**config.mk**
```make
export PLATFORM = sky130hd
export DESIGN_NAME = axi_lite_uart_tx
export DESIGN_NICKNAME = d
export VERILOG_FILES = /design/src/rtl/axi_lite_uart_tx.sv
export SDC_FILE = /design/constraint.sdc
export NUM_CORES = 1
export LEC_CHECK = 0
export CAP_MARGIN = 25
export CORE_AREA = 2 2 141 143
export CTS_BUF_LIST = sky130_fd_sc_hd__clkbuf_4 sky130_fd_sc_hd__clkbuf_8
export DETAILED_ROUTE_END_ITERATION = 6
export DIE_AREA = 0 0 143 145
export PLACE_DENSITY = 0.7
export SLEW_MARGIN = 20
export SYNTH_ARGS = -nofsm -noshare
export SYNTH_HDL_FRONTEND = slang
export SYNTH_SLANG_ARGS = --single-unit
```
**constraint.sdc**
```tcl
create_clock -name CLK -period 4.8 [get_ports CLK]
set_input_delay 0.48 -clock CLK [delete_from_list [all_inputs] [get_ports CLK]]
set_output_delay 0.48 -clock CLK [all_outputs]
set_load 0.01 [all_outputs]
```
**src/rtl/axi_lite_uart_tx.sv**
```systemverilog
`default_nettype none
// +--------------------------------------------------------------------------+
// | Module   : axi_lite_uart_tx                                              |
// | Brief    : AXI4-Lite (64-bit) console UART transmitter. Software writes  |
// |            bytes into a TX FIFO. The bytes are serialised 8N1 (or 8E1)   |
// |            at a programmable divisor. Status and divisor registers are   |
// |            readable.                                                     |
// | Options  : UART_TX_PARITY_EN - insert an even-parity bit before stop     |
// | Revision : 1.0 - initial release                                         |
// +--------------------------------------------------------------------------+
module axi_lite_uart_tx #(
   parameter logic [31:0] BASE_ADDR  = 32'h2000_0000,
   parameter int unsigned FIFO_DEPTH = 8,
   parameter logic [15:0] DIV_RST    = 16'd867
) (
   input  logic        CLK,
   input  logic        RSTn,
   input  logic [31:0] UART_AWADDR,
   input  logic        UART_AWVALID,
   output logic        UART_AWREADY,
   input  logic [63:0] UART_WDATA,
   input  logic [7:0]  UART_WSTRB,
   input  logic        UART_WVALID,
   output logic        UART_WREADY,
   output logic [1:0]  UART_BRESP,
   output logic        UART_BVALID,
   input  logic        UART_BREADY,
   input  logic [31:0] UART_ARADDR,
   input  logic        UART_ARVALID,
   output logic        UART_ARREADY,
   output logic [63:0] UART_RDATA,
   output logic [1:0]  UART_RRESP,
   output logic        UART_RVALID,
   input  logic        UART_RREADY,
   output logic        UART_TXD,
   output logic        TX_EMPTY
);

   localparam int unsigned c_IDX_W      = $clog2(FIFO_DEPTH);
   localparam int unsigned c_PTR_W      = c_IDX_W + 1;
   localparam logic [1:0]  c_OFF_TXDATA = 2'd0;
   localparam logic [1:0]  c_OFF_STATUS = 2'd1;
   localparam logic [1:0]  c_OFF_DIV    = 2'd2;
   localparam logic [1:0]  c_RESP_OKAY  = 2'b00;
   localparam logic [1:0]  c_RESP_SLV   = 2'b10;
`ifdef UART_TX_PARITY_EN
   localparam logic        c_PARITY_ON  = 1'b1;
`else
   localparam logic        c_PARITY_ON  = 1'b0;
`endif

   typedef enum logic [2:0] {
      S_IDLE   = 3'd0,
      S_START  = 3'd1,
      S_DATA   = 3'd2,
`ifdef UART_TX_PARITY_EN
      S_PARITY = 3'd3,
`endif
      S_STOP   = 3'd4
   } tx_state_t;

   // Bus-side registers
   logic               r_awready, r_bvalid, r_arready, r_rvalid;
   logic [1:0]         r_bresp, r_rresp;
   logic [63:0]        r_rdata;
   logic [15:0]        r_div;

   // FIFO storage and pointers (extra MSB distinguishes full from empty)
   logic [7:0]         r_fifo_mem [FIFO_DEPTH];
   logic [c_PTR_W-1:0] r_wptr, r_rptr;
   logic [c_PTR_W-1:0] w_count;
   logic [31:0]        w_count32;
   logic [3:0]         w_count_sat;
   logic               w_fifo_empty, w_fifo_full;
   logic [7:0]         w_fifo_head;
   logic               w_push_req, w_push, w_pop;

   // Transmitter
   tx_state_t          r_state, w_state_nxt;
   logic [15:0]        r_baud_cnt, w_baud_nxt;
   logic [15:0]        r_div_lat, w_div_lat_nxt;
   logic [7:0]         r_shift, w_shift_nxt;
   logic [2:0]         r_bit_idx, w_bit_nxt;
   logic               r_txd, w_txd_nxt;
   logic               r_parity, w_parity_nxt;
   logic               w_bit_end, w_load;

   // Decode
   logic               w_wr_hs, w_wr_in_win, w_rd_hs, w_rd_in_win;
   logic [1:0]         w_wr_off, w_rd_off;
   logic [1:0]         w_wr_resp, w_rd_resp;
   logic [63:0]        w_rd_data, w_status;
   logic               w_unused_bits;

   assign w_unused_bits = ^{UART_AWADDR[2:0], UART_ARADDR[2:0], UART_WDATA[63:16], UART_WSTRB[7:2]};

   assign w_wr_hs     = r_awready & UART_AWVALID & UART_WVALID;
   assign w_wr_in_win = (UART_AWADDR[31:5] == BASE_ADDR[31:5]);
   assign w_wr_off    = UART_AWADDR[4:3];
   assign w_rd_hs     = r_arready & UART_ARVALID;
   assign w_rd_in_win = (UART_ARADDR[31:5] == BASE_ADDR[31:5]);
   assign w_rd_off    = UART_ARADDR[4:3];

   assign w_count      = r_wptr - r_rptr;
   assign w_count32    = 32'(w_count);
   assign w_count_sat  = (w_count32 > 32'd15) ? 4'hF : w_count32[3:0];
   assign w_fifo_empty = (r_wptr == r_rptr);
   assign w_fifo_full  = (r_wptr[c_IDX_W] != r_rptr[c_IDX_W]) &&
                         (r_wptr[c_IDX_W-1:0] == r_rptr[c_IDX_W-1:0]);
   assign w_fifo_head  = r_fifo_mem[r_rptr[c_IDX_W-1:0]];

   // A pop in the same cycle frees the slot, so a push into a full FIFO still succeeds
   assign w_push_req = w_wr_hs & w_wr_in_win & (w_wr_off == c_OFF_TXDATA) & UART_WSTRB[0];
   assign w_push     = w_push_req & (~w_fifo_full | w_pop);

   assign w_status = {56'd0, w_count_sat, c_PARITY_ON, (r_state != S_IDLE), w_fifo_empty, w_fifo_full};

   // Write response: decode errors and dropped bytes report SLVERR
   always_comb begin
      w_wr_resp = c_RESP_OKAY;
      if (!w_wr_in_win) begin
         w_wr_resp = c_RESP_SLV;
      end else begin
         case (w_wr_off)
            c_OFF_TXDATA: if (w_push_req && !w_push) w_wr_resp = c_RESP_SLV;
            c_OFF_STATUS: w_wr_resp = c_RESP_OKAY;
            c_OFF_DIV:    w_wr_resp = c_RESP_OKAY;
            default:      w_wr_resp = c_RESP_SLV;
         endcase
      end
   end

   // Read data mux
   always_comb begin
      w_rd_data = 64'd0;
      w_rd_resp = c_RESP_OKAY;
      if (!w_rd_in_win) begin
         w_rd_resp = c_RESP_SLV;
      end else begin
         case (w_rd_off)
            c_OFF_TXDATA: w_rd_data = 64'd0;
            c_OFF_STATUS: w_rd_data = w_status;
            c_OFF_DIV:    w_rd_data = {48'd0, r_div};
            default:      w_rd_resp = c_RESP_SLV;
         endcase
      end
   end

   // Write channel: AW/W accepted together; ready pre-asserts when the B slot frees up
   always_ff @(posedge CLK or negedge RSTn) begin
      if (!RSTn) begin
         r_awready <= 1'b0;
         r_bvalid  <= 1'b0;
         r_bresp   <= 2'b00;
      end else begin
         r_awready <= UART_AWVALID & UART_WVALID & ~r_awready & (~r_bvalid | UART_BREADY);
         if (w_wr_hs) begin
            r_bvalid <= 1'b1;
            r_bresp  <= w_wr_resp;
         end else if (r_bvalid && UART_BREADY) begin
            r_bvalid <= 1'b0;
         end
      end
   end

   // Divisor register with byte-lane merge
   always_ff @(posedge CLK or negedge RSTn) begin
      if (!RSTn) begin
         r_div <= DIV_RST;
      end else if (w_wr_hs && w_wr_in_win && (w_wr_off == c_OFF_DIV)) begin
         if (UART_WSTRB[0]) r_div[7:0]  <= UART_WDATA[7:0];
         if (UART_WSTRB[1]) r_div[15:8] <= UART_WDATA[15:8];
      end
   end

   // Read channel: one outstanding read, response held until RREADY
   always_ff @(posedge CLK or negedge RSTn) begin
      if (!RSTn) begin
         r_arready <= 1'b0;
         r_rvalid  <= 1'b0;
         r_rresp   <= 2'b00;
         r_rdata   <= 64'd0;
      end else begin
         r_arready <= UART_ARVALID & ~r_arready & (~r_rvalid | UART_RREADY);
         if (w_rd_hs) begin
            r_rvalid <= 1'b1;
            r_rresp  <= w_rd_resp;
            r_rdata  <= w_rd_data;
         end else if (r_rvalid && UART_RREADY) begin
            r_rvalid <= 1'b0;
         end
      end
   end

   // FIFO storage; contents need no reset since the pointers define validity
   always_ff @(posedge CLK) begin
      if (w_push) r_fifo_mem[r_wptr[c_IDX_W-1:0]] <= UART_WDATA[7:0];
   end

   // FIFO pointers
   always_ff @(posedge CLK or negedge RSTn) begin
      if (!RSTn) begin
         r_wptr <= '0;
         r_rptr <= '0;
      end else begin
         if (w_push) r_wptr <= r_wptr + c_PTR_W'(1);
         if (w_pop)  r_rptr <= r_rptr + c_PTR_W'(1);
      end
   end

   assign w_bit_end = (r_baud_cnt == r_div_lat);

   // Transmitter next-state: each bit lasts r_div_lat+1 cycles; a waiting byte loads straight out of STOP
   always_comb begin
      w_state_nxt   = r_state;
      w_baud_nxt    = r_baud_cnt;
      w_div_lat_nxt = r_div_lat;
      w_shift_nxt   = r_shift;
      w_bit_nxt     = r_bit_idx;
      w_txd_nxt     = r_txd;
      w_parity_nxt  = r_parity;
      w_load        = 1'b0;
      w_pop         = 1'b0;
      case (r_state)
         S_IDLE: begin
            w_txd_nxt = 1'b1;
            if (!w_fifo_empty) w_load = 1'b1;
         end
         S_START: begin
            if (w_bit_end) begin
               w_baud_nxt  = 16'd0;
               w_state_nxt = S_DATA;
               w_bit_nxt   = 3'd0;
               w_txd_nxt   = r_shift[0];
            end else begin
               w_baud_nxt = r_baud_cnt + 16'd1;
            end
         end
         S_DATA: begin
            if (w_bit_end) begin
               w_baud_nxt = 16'd0;
               if (r_bit_idx == 3'd7) begin
`ifdef UART_TX_PARITY_EN
                  w_state_nxt = S_PARITY;
                  w_txd_nxt   = r_parity;
`else
                  w_state_nxt = S_STOP;
                  w_txd_nxt   = 1'b1;
`endif
               end else begin
                  w_bit_nxt   = r_bit_idx + 3'd1;
                  w_shift_nxt = {1'b0, r_shift[7:1]};
                  w_txd_nxt   = r_shift[1];
               end
            end else begin
               w_baud_nxt = r_baud_cnt + 16'd1;
            end
         end
`ifdef UART_TX_PARITY_EN
         S_PARITY: begin
            if (w_bit_end) begin
               w_baud_nxt  = 16'd0;
               w_state_nxt = S_STOP;
               w_txd_nxt   = 1'b1;
            end else begin
               w_baud_nxt = r_baud_cnt + 16'd1;
            end
         end
`endif
         S_STOP: begin
            if (w_bit_end) begin
               w_baud_nxt = 16'd0;
               if (!w_fifo_empty) w_load = 1'b1;
               else               w_state_nxt = S_IDLE;
            end else begin
               w_baud_nxt = r_baud_cnt + 16'd1;
            end
         end
         default: begin
            w_state_nxt = S_IDLE;
            w_txd_nxt   = 1'b1;
         end
      endcase
      if (w_load) begin
         w_pop         = 1'b1;
         w_state_nxt   = S_START;
         w_txd_nxt     = 1'b0;
         w_baud_nxt    = 16'd0;
         w_div_lat_nxt = r_div;
         w_shift_nxt   = w_fifo_head;
         w_bit_nxt     = 3'd0;
         w_parity_nxt  = ^w_fifo_head;
      end
   end

   // Transmitter state register; TXD is registered so it never glitches
   always_ff @(posedge CLK or negedge RSTn) begin
      if (!RSTn) begin
         r_state    <= S_IDLE;
         r_baud_cnt <= 16'd0;
         r_div_lat  <= DIV_RST;
         r_shift    <= 8'd0;
         r_bit_idx  <= 3'd0;
         r_txd      <= 1'b1;
         r_parity   <= 1'b0;
      end else begin
         r_state    <= w_state_nxt;
         r_baud_cnt <= w_baud_nxt;
         r_div_lat  <= w_div_lat_nxt;
         r_shift    <= w_shift_nxt;
         r_bit_idx  <= w_bit_nxt;
         r_txd      <= w_txd_nxt;
         r_parity   <= w_parity_nxt;
      end
   end

   assign UART_AWREADY = r_awready;
   assign UART_WREADY  = r_awready;
   assign UART_BVALID  = r_bvalid;
   assign UART_BRESP   = r_bresp;
   assign UART_ARREADY = r_arready;
   assign UART_RVALID  = r_rvalid;
   assign UART_RRESP   = r_rresp;
   assign UART_RDATA   = r_rdata;
   assign UART_TXD     = r_txd;
   assign TX_EMPTY     = w_fifo_empty & (r_state == S_IDLE);

endmodule
`default_nettype wire

```
==> After elaboration in Yosys (flattened, before gate mapping) <==
Memories as Yosys holds them, arrays and structs flattened.
Index checks and enable logic that the tools add are counted.
{ "op_classes": {"n_addsub": 5, "n_mul": 0, "n_div": 0, "order_cmp": 1, "n_eq_ne": 23, "n_shift": 0, "muxes": 42, "n_bitwise": 21, "n_reduce_logical": 26} }
{ "op_table": {"columns": ["op", "count"], "rows": [
  ["$mux W16", 4],
  ["$eq A27 B25 Y1 const B", 2],
  ["$mux W8", 4],
  ["$pmux W16 S2", 1],
  ["$mux W3", 10],
  ["$ne A3 B3 Y1 const B", 6],
  ["$add A16 B1 Y16 const B", 1],
  ["$eq A16 B16 Y1", 1],
  ["$and A1 B1 Y1", 13],
  ["$mux W1", 13],
  ["$pmux W3 S4", 1],
  ["$reduce_bool A2 Y1", 5],
  ["$add A4 B1 Y4 const B", 2],
  ["$mux W2", 4],
  ["$eq A3 B3 Y1 const B", 2],
  ["$logic_and A1 B1 Y1", 6],
  ["$ne A2 B2 Y1 const B", 3],
  ["$pmux W3 S2", 1],
  ["$reduce_and A3 Y1", 2],
  ["$reduce_and A6 Y1", 1],
  ["$reduce_bool A3 Y1", 2],
  ["$reduce_or A3 Y1", 2],
  ["$not A1 Y1", 5],
  ["$eq A2 B1 Y1 const B", 2],
  ["20 further kinds", 25]
]} }
{ "word_totals": {"regBits": 143, "latchBits": 0, "ramBits": 64, "romBits": 0, "output_inout_bits": 75, "elab_cells": 136, "n_memories": 1} }
{ "mem_list": {"columns": ["memory", "words", "width", "read_ports", "rd_clocked_by_memory_dff", "write_ports", "line_no", "rtl"], "rows": [
  ["r_fifo_mem", 8, 8, 1, 0, 1, "69", "logic [7:0] r_fifo_mem [FIFO_DEPTH];"]
]} }

==> Depth between registers and ports, before layout <==
{ "logic_depth": {"word_depth": 12, "mapped_depth": 9, "depth_no_buf": 7} }

==> Worst setup path after synthesis <==
No wires, ideal clock.
{ "synth_path": {"path_kind": "reg2reg", "startpoint": "register r_rptr[1]", "endpoint": "memory r_fifo_mem[0][0], enable pin", "t_arrival_ns": 3.051, "slack_ns": 1.354, "stages_incl_launch_ff": 10, "path_buffers": 2, "period_less_slack_ns": 3.446, "cell_sequence": "dfrtp_1 > clkbuf_1 > buf_1 > inv_1 > ha_1 > nand3_1 > o311ai_0 > nor3_1 > o21ai_1 > nor4_1"} }
{ "synth_via": {"elab_chain_len": 9} }
{ "synth_rtl": {"columns": ["item", "line_no", "rtl"], "rows": [
  ["start, declared", "70", "logic [c_PTR_W-1:0] r_wptr, r_rptr;"],
  ["start signal, assigned", "207", "if (w_pop) r_rptr <= r_rptr + c_PTR_W'(1);"],
  ["$eq A4 B4 Y1", "107", "assign w_fifo_empty = (r_wptr == r_rptr);"],
  ["$mux W1", "227, 273", null],
  ["$mux W1", "271", "if (w_bit_end) begin"],
  ["$pmux W1 S2", "224", "case (r_state)"],
  ["$mux W1", "284", "if (w_load) begin"],
  ["$or A1 B1 Y1 *", "114", "assign w_push = w_push_req & (~w_fifo_full | w_pop);"],
  ["$and A1 B1 Y1 *", "114", null],
  ["$mux W1 *", "197", "if (w_push) r_fifo_mem[r_wptr[c_IDX_W-1:0]] <= UART_WDATA[7:0];"],
  ["$mux W1 (implied by the code) *", "197", null],
  ["end, declared", "69", null]
]} }
Every way passes the cells marked *; elsewhere a longest branch is shown, timed or not.

==> Final worst setup path <==
{ "layout_path": {"startpoint": "register r_rptr[2]", "endpoint": "output TX_EMPTY"} }
{ "layout_via": {"elab_chain_len": 2} }
{ "layout_rtl": {"columns": ["item", "line_no", "rtl"], "rows": [
  ["$eq A4 B4 Y1", "107", null],
  ["$and A1 B1 Y1", "326", "assign TX_EMPTY = w_fifo_empty & (r_state == S_IDLE);"],
  ["end, declared", "36", "output logic TX_EMPTY"]
]} }
Every way passes these cells.

==> run_results.csv <==
group,metric,value,unit
status,status,"completed",
yosys,synth_seq_cells,157,
grt,grt_pass1_wl,25710,um
timing,setup_violations,0,
final_layout,final_cell_mix,"clkdlybuf4s50_1 (106), dfrtp_1 (80), edfxtp_1 (64), conb_1 (50), nand2_1 (44)",
clock_network,cts_post_setup_buffers_inserted,0,
grt,grt_overflow,0,
power_and_ir_drop,intPower,1.946,mW
placed_design,gp_congestion,0.7542,
die,core,0.01921,mm2
yosys,ys.flop_type,"dfrtp_1",
route,wirelength,16190,um
flow_run,drv_cap,0,
grt,antenna_found_initial,0,
timing,finalMaxSlewViolations,0,
worst_setup_path,reg2reg_depth,7,
placed_design,pre_cts_ws,1362,ps
clock_network,numCtsBuffers,17,
timing,rsz0062_at_grt,"false",
clock_network,cts_num_sinks,157,
grt,grt_max_degree,63,
yosys,ys_async_sr_fraction,59.24,%
die,num_rows,51,
route,drc,0,
yosys,synth_edf_count,64,
timing,tightest_slew,866.8,ps
placed_design,dpl.hpwl,11520,um
route,postRouteAntennaNets,0,
die,die_x,143,um
worst_setup_path,path_max_fanout,9,
timing,fin_crit_sh,74.88,%
clock_network,clockBufferDepth,2,
final_layout,multi_input_area,0.002910,mm2
worst_setup_path,critPathLaunchType,"register",
power_and_ir_drop,totalPowerFinal,2.591,mW
worst_setup_path,r2r-end,"r_fifo_mem[7][2]",
final_layout,num_antenna_cells,0,
final_layout,finish.instance_area,0.009138,mm2
timing,fin_tns_setup,0,ps
timing,max_freq,0.2782,GHz
power_and_ir_drop,seqPwrFrac,55.2,%
power_and_ir_drop,power.density,283.6,mW/mm2
worst_setup_path,rrSetupSlack,1310,ps
yosys,yosysWarnings,0,
grt,grt_pass1_vias,4807,
placed_design,placed_cell_area,0.008711,mm2
worst_setup_path,path_class,"reg2out",
grt,grtUsageTotal,16.10,%
yosys,synth.avg_cell_area,12.73,um2
final_layout,nets,862,
clock_network,clk_pin_slew_worst_paths,100,ps
final_layout,final-seq-area,0.004265,mm2
route,wl_per_cell,16.47,um
yosys,synth_cell_type_count,64,
die,initial_core_util,39.24,%
power_and_ir_drop,leakage,3.647,nW
placed_design,dp_cells,949,
timing,maxSlewHeadroom,42.00,%
placed_design,portBuffers,107,
power_and_ir_drop,ir_worst_vdd,0.1784,mV
worst_setup_path,r2r_start,"r_rptr[2]",
clock_network,hold_buffers,1,
worst_setup_path,crit_required,4320,ps
hold_path,holdCritPathClass,"in2async",
final_layout,final_common_cell,"clkdlybuf4s50_1",
timing,clock_skew,15.31,ps
clock_network,htreeDepth,4,
final_layout,areaGrowthSynthToFinish,21.25,%
clock_network,clk_latency,470,ps
clock_network,cts_resized,0,
route,drtIter0Drc,379,
power_and_ir_drop,switchingPower,645.5,uW
worst_setup_path,cp.arrival,3110,ps
yosys,yosysSeqAreaShare,56.60,%
die,dieArea,0.02074,mm2
timing,hold_viol,0,
timing,setup_slack,1206,ps
route,viasPerCell,5.078,
power_and_ir_drop,p_comb_share,6.2,%
die,pin_count,218,
final_layout,drive_above_1_share,14.07,%
timing,min_period,3594,ps
power_and_ir_drop,clkPwrFrac,38.6,%
yosys,syn_inst,592,
route,firstDrtPassIters,5,
worst_setup_path,endpoint_kind,"output pin",
clock_network,cts_tree,"done",
yosys,synth_area,0.007536,mm2
final_layout,num-fill-cells,1701,
die,die_y,145,um
power_and_ir_drop,swShare,24.91,%
final_layout,final_cells,983,
clock_network,cts_root_buffer,"clkbuf_8",
route,dr_total_vias,4992,
==> final cells by class <==
type,count,area share [%]
Multi-Input combinational cell,393,31.85
Tap cell,265,3.629
Clock inverter,15,1.876
Sequential cell,157,46.68
Inverter,17,0.6983
Clock buffer,17,2.561
Timing Repair Buffer,119,12.71
==> metrics by stage <==
stage / util [%] / hold slack (ps)
global route: 47.57 / 503.3
finish: 47.57 / 479.7
CTS: 47.51 / 479.5
floorplan: - / 184.4
detailed placement: 45.35 / 447.7
global placement: 45.35 / 449.9
==> sequential cells by signal (all words and copies together) (netlist names) <==
register / cells
UART_RVALID: 1
r_shift: 8
UART_BVALID: 1
r_rptr: 4
r_div_lat: 16
UART_ARREADY: 1
r_bit_idx: 3
r_div: 16
r_wptr: 4
UART_RDATA: 16
r_state: 3
r_baud_cnt: 16
r_fifo_mem: 64
UART_TXD: 1
UART_BRESP: 1
UART_AWREADY: 1
UART_RRESP: 1
==> how the worst max path moves through the flow <==
stage / start / endpoint / slack, ps / cells past startpoint
finish: r_rptr[2] / TX_EMPTY / 1210 / 5
floorplan: r_rptr[1] / r_fifo_mem[0][0] / 1350 / 9
CTS: r_rptr[2] / TX_EMPTY / 1220 / 5
global route: r_rptr[2] / TX_EMPTY / 1050 / 5
detailed placement: r_rptr[2] / r_fifo_mem[3][4] / 1360 / 7
global placement: UART_AWADDR[19] / r_fifo_mem[3][4] / 1430 / 6
==> cell usage after synthesis (8+ instances only) <==
library cell,instances,area share [%]
a22o_1,9,1.0
and3_1,10,0.83
buf_2,11,0.73
buf_4,51,5.1
clkbuf_1,8,0.40
dfrtp_1,80,27
dfstp_2,13,4.5
edfxtp_1,64,26
ha_1,13,2.2
inv_1,15,0.75
mux2_1,16,2.4
mux2_2,18,2.7
mux4_2,16,4.8
nand2_1,44,2.2
nand3_1,11,0.73
nand4_1,13,1.1
nor2_1,15,0.75
nor3_1,24,1.6
nor4_1,18,1.5
o21ai_0,15,1.0
xnor2_1,33,3.8
==> worst max-delay path, cell delays in order, from the launching register on <==
cell and delay, ps:
dfrtp_1 570, inv_2 190, ha_1 360, nand3_1 270
nor3_2 600, clkdlybuf4s50_1 650
==> power by group through the flow <==
stage / registers [mW] / clock network [mW] / logic, mW
floorplan: 1.46 / 0 / 0.0826
global placement: 1.46 / 0 / 0.161
detailed placement: 1.46 / 0 / 0.163
CTS: 1.43 / 1.03 / 0.164
global route: 1.43 / 1.09 / 0.179
finish: 1.43 / 1.00 / 0.161
==> cells by family (layout without fill, tap and decap cells) <==
logic type / count (synthesis) / in the layout / share of synthesized area (%)
fa+ha+maj: 14 / 14 / 2.424
buf+inv: 91 / 168 / 7.355
flops: 157 / 157 / 56.60
compound gates: 74 / 74 / 7.239
other cells: 1 / 50 / 0.04976
simple gates: 163 / 163 / 11.46
mux: 52 / 52 / 10.13
xor+xnor: 40 / 40 / 4.749
==> metal layers <==
metal  up-vias  track usage [%]  share of wire (%)
met5         -                0                  0
met3        14            3.795                6.3
li1       2321                -                  -
met2       186            25.24                 47
met1      2471            22.44                 45
met4         0            4.455                1.2
(Power assumes the default switching activity.)
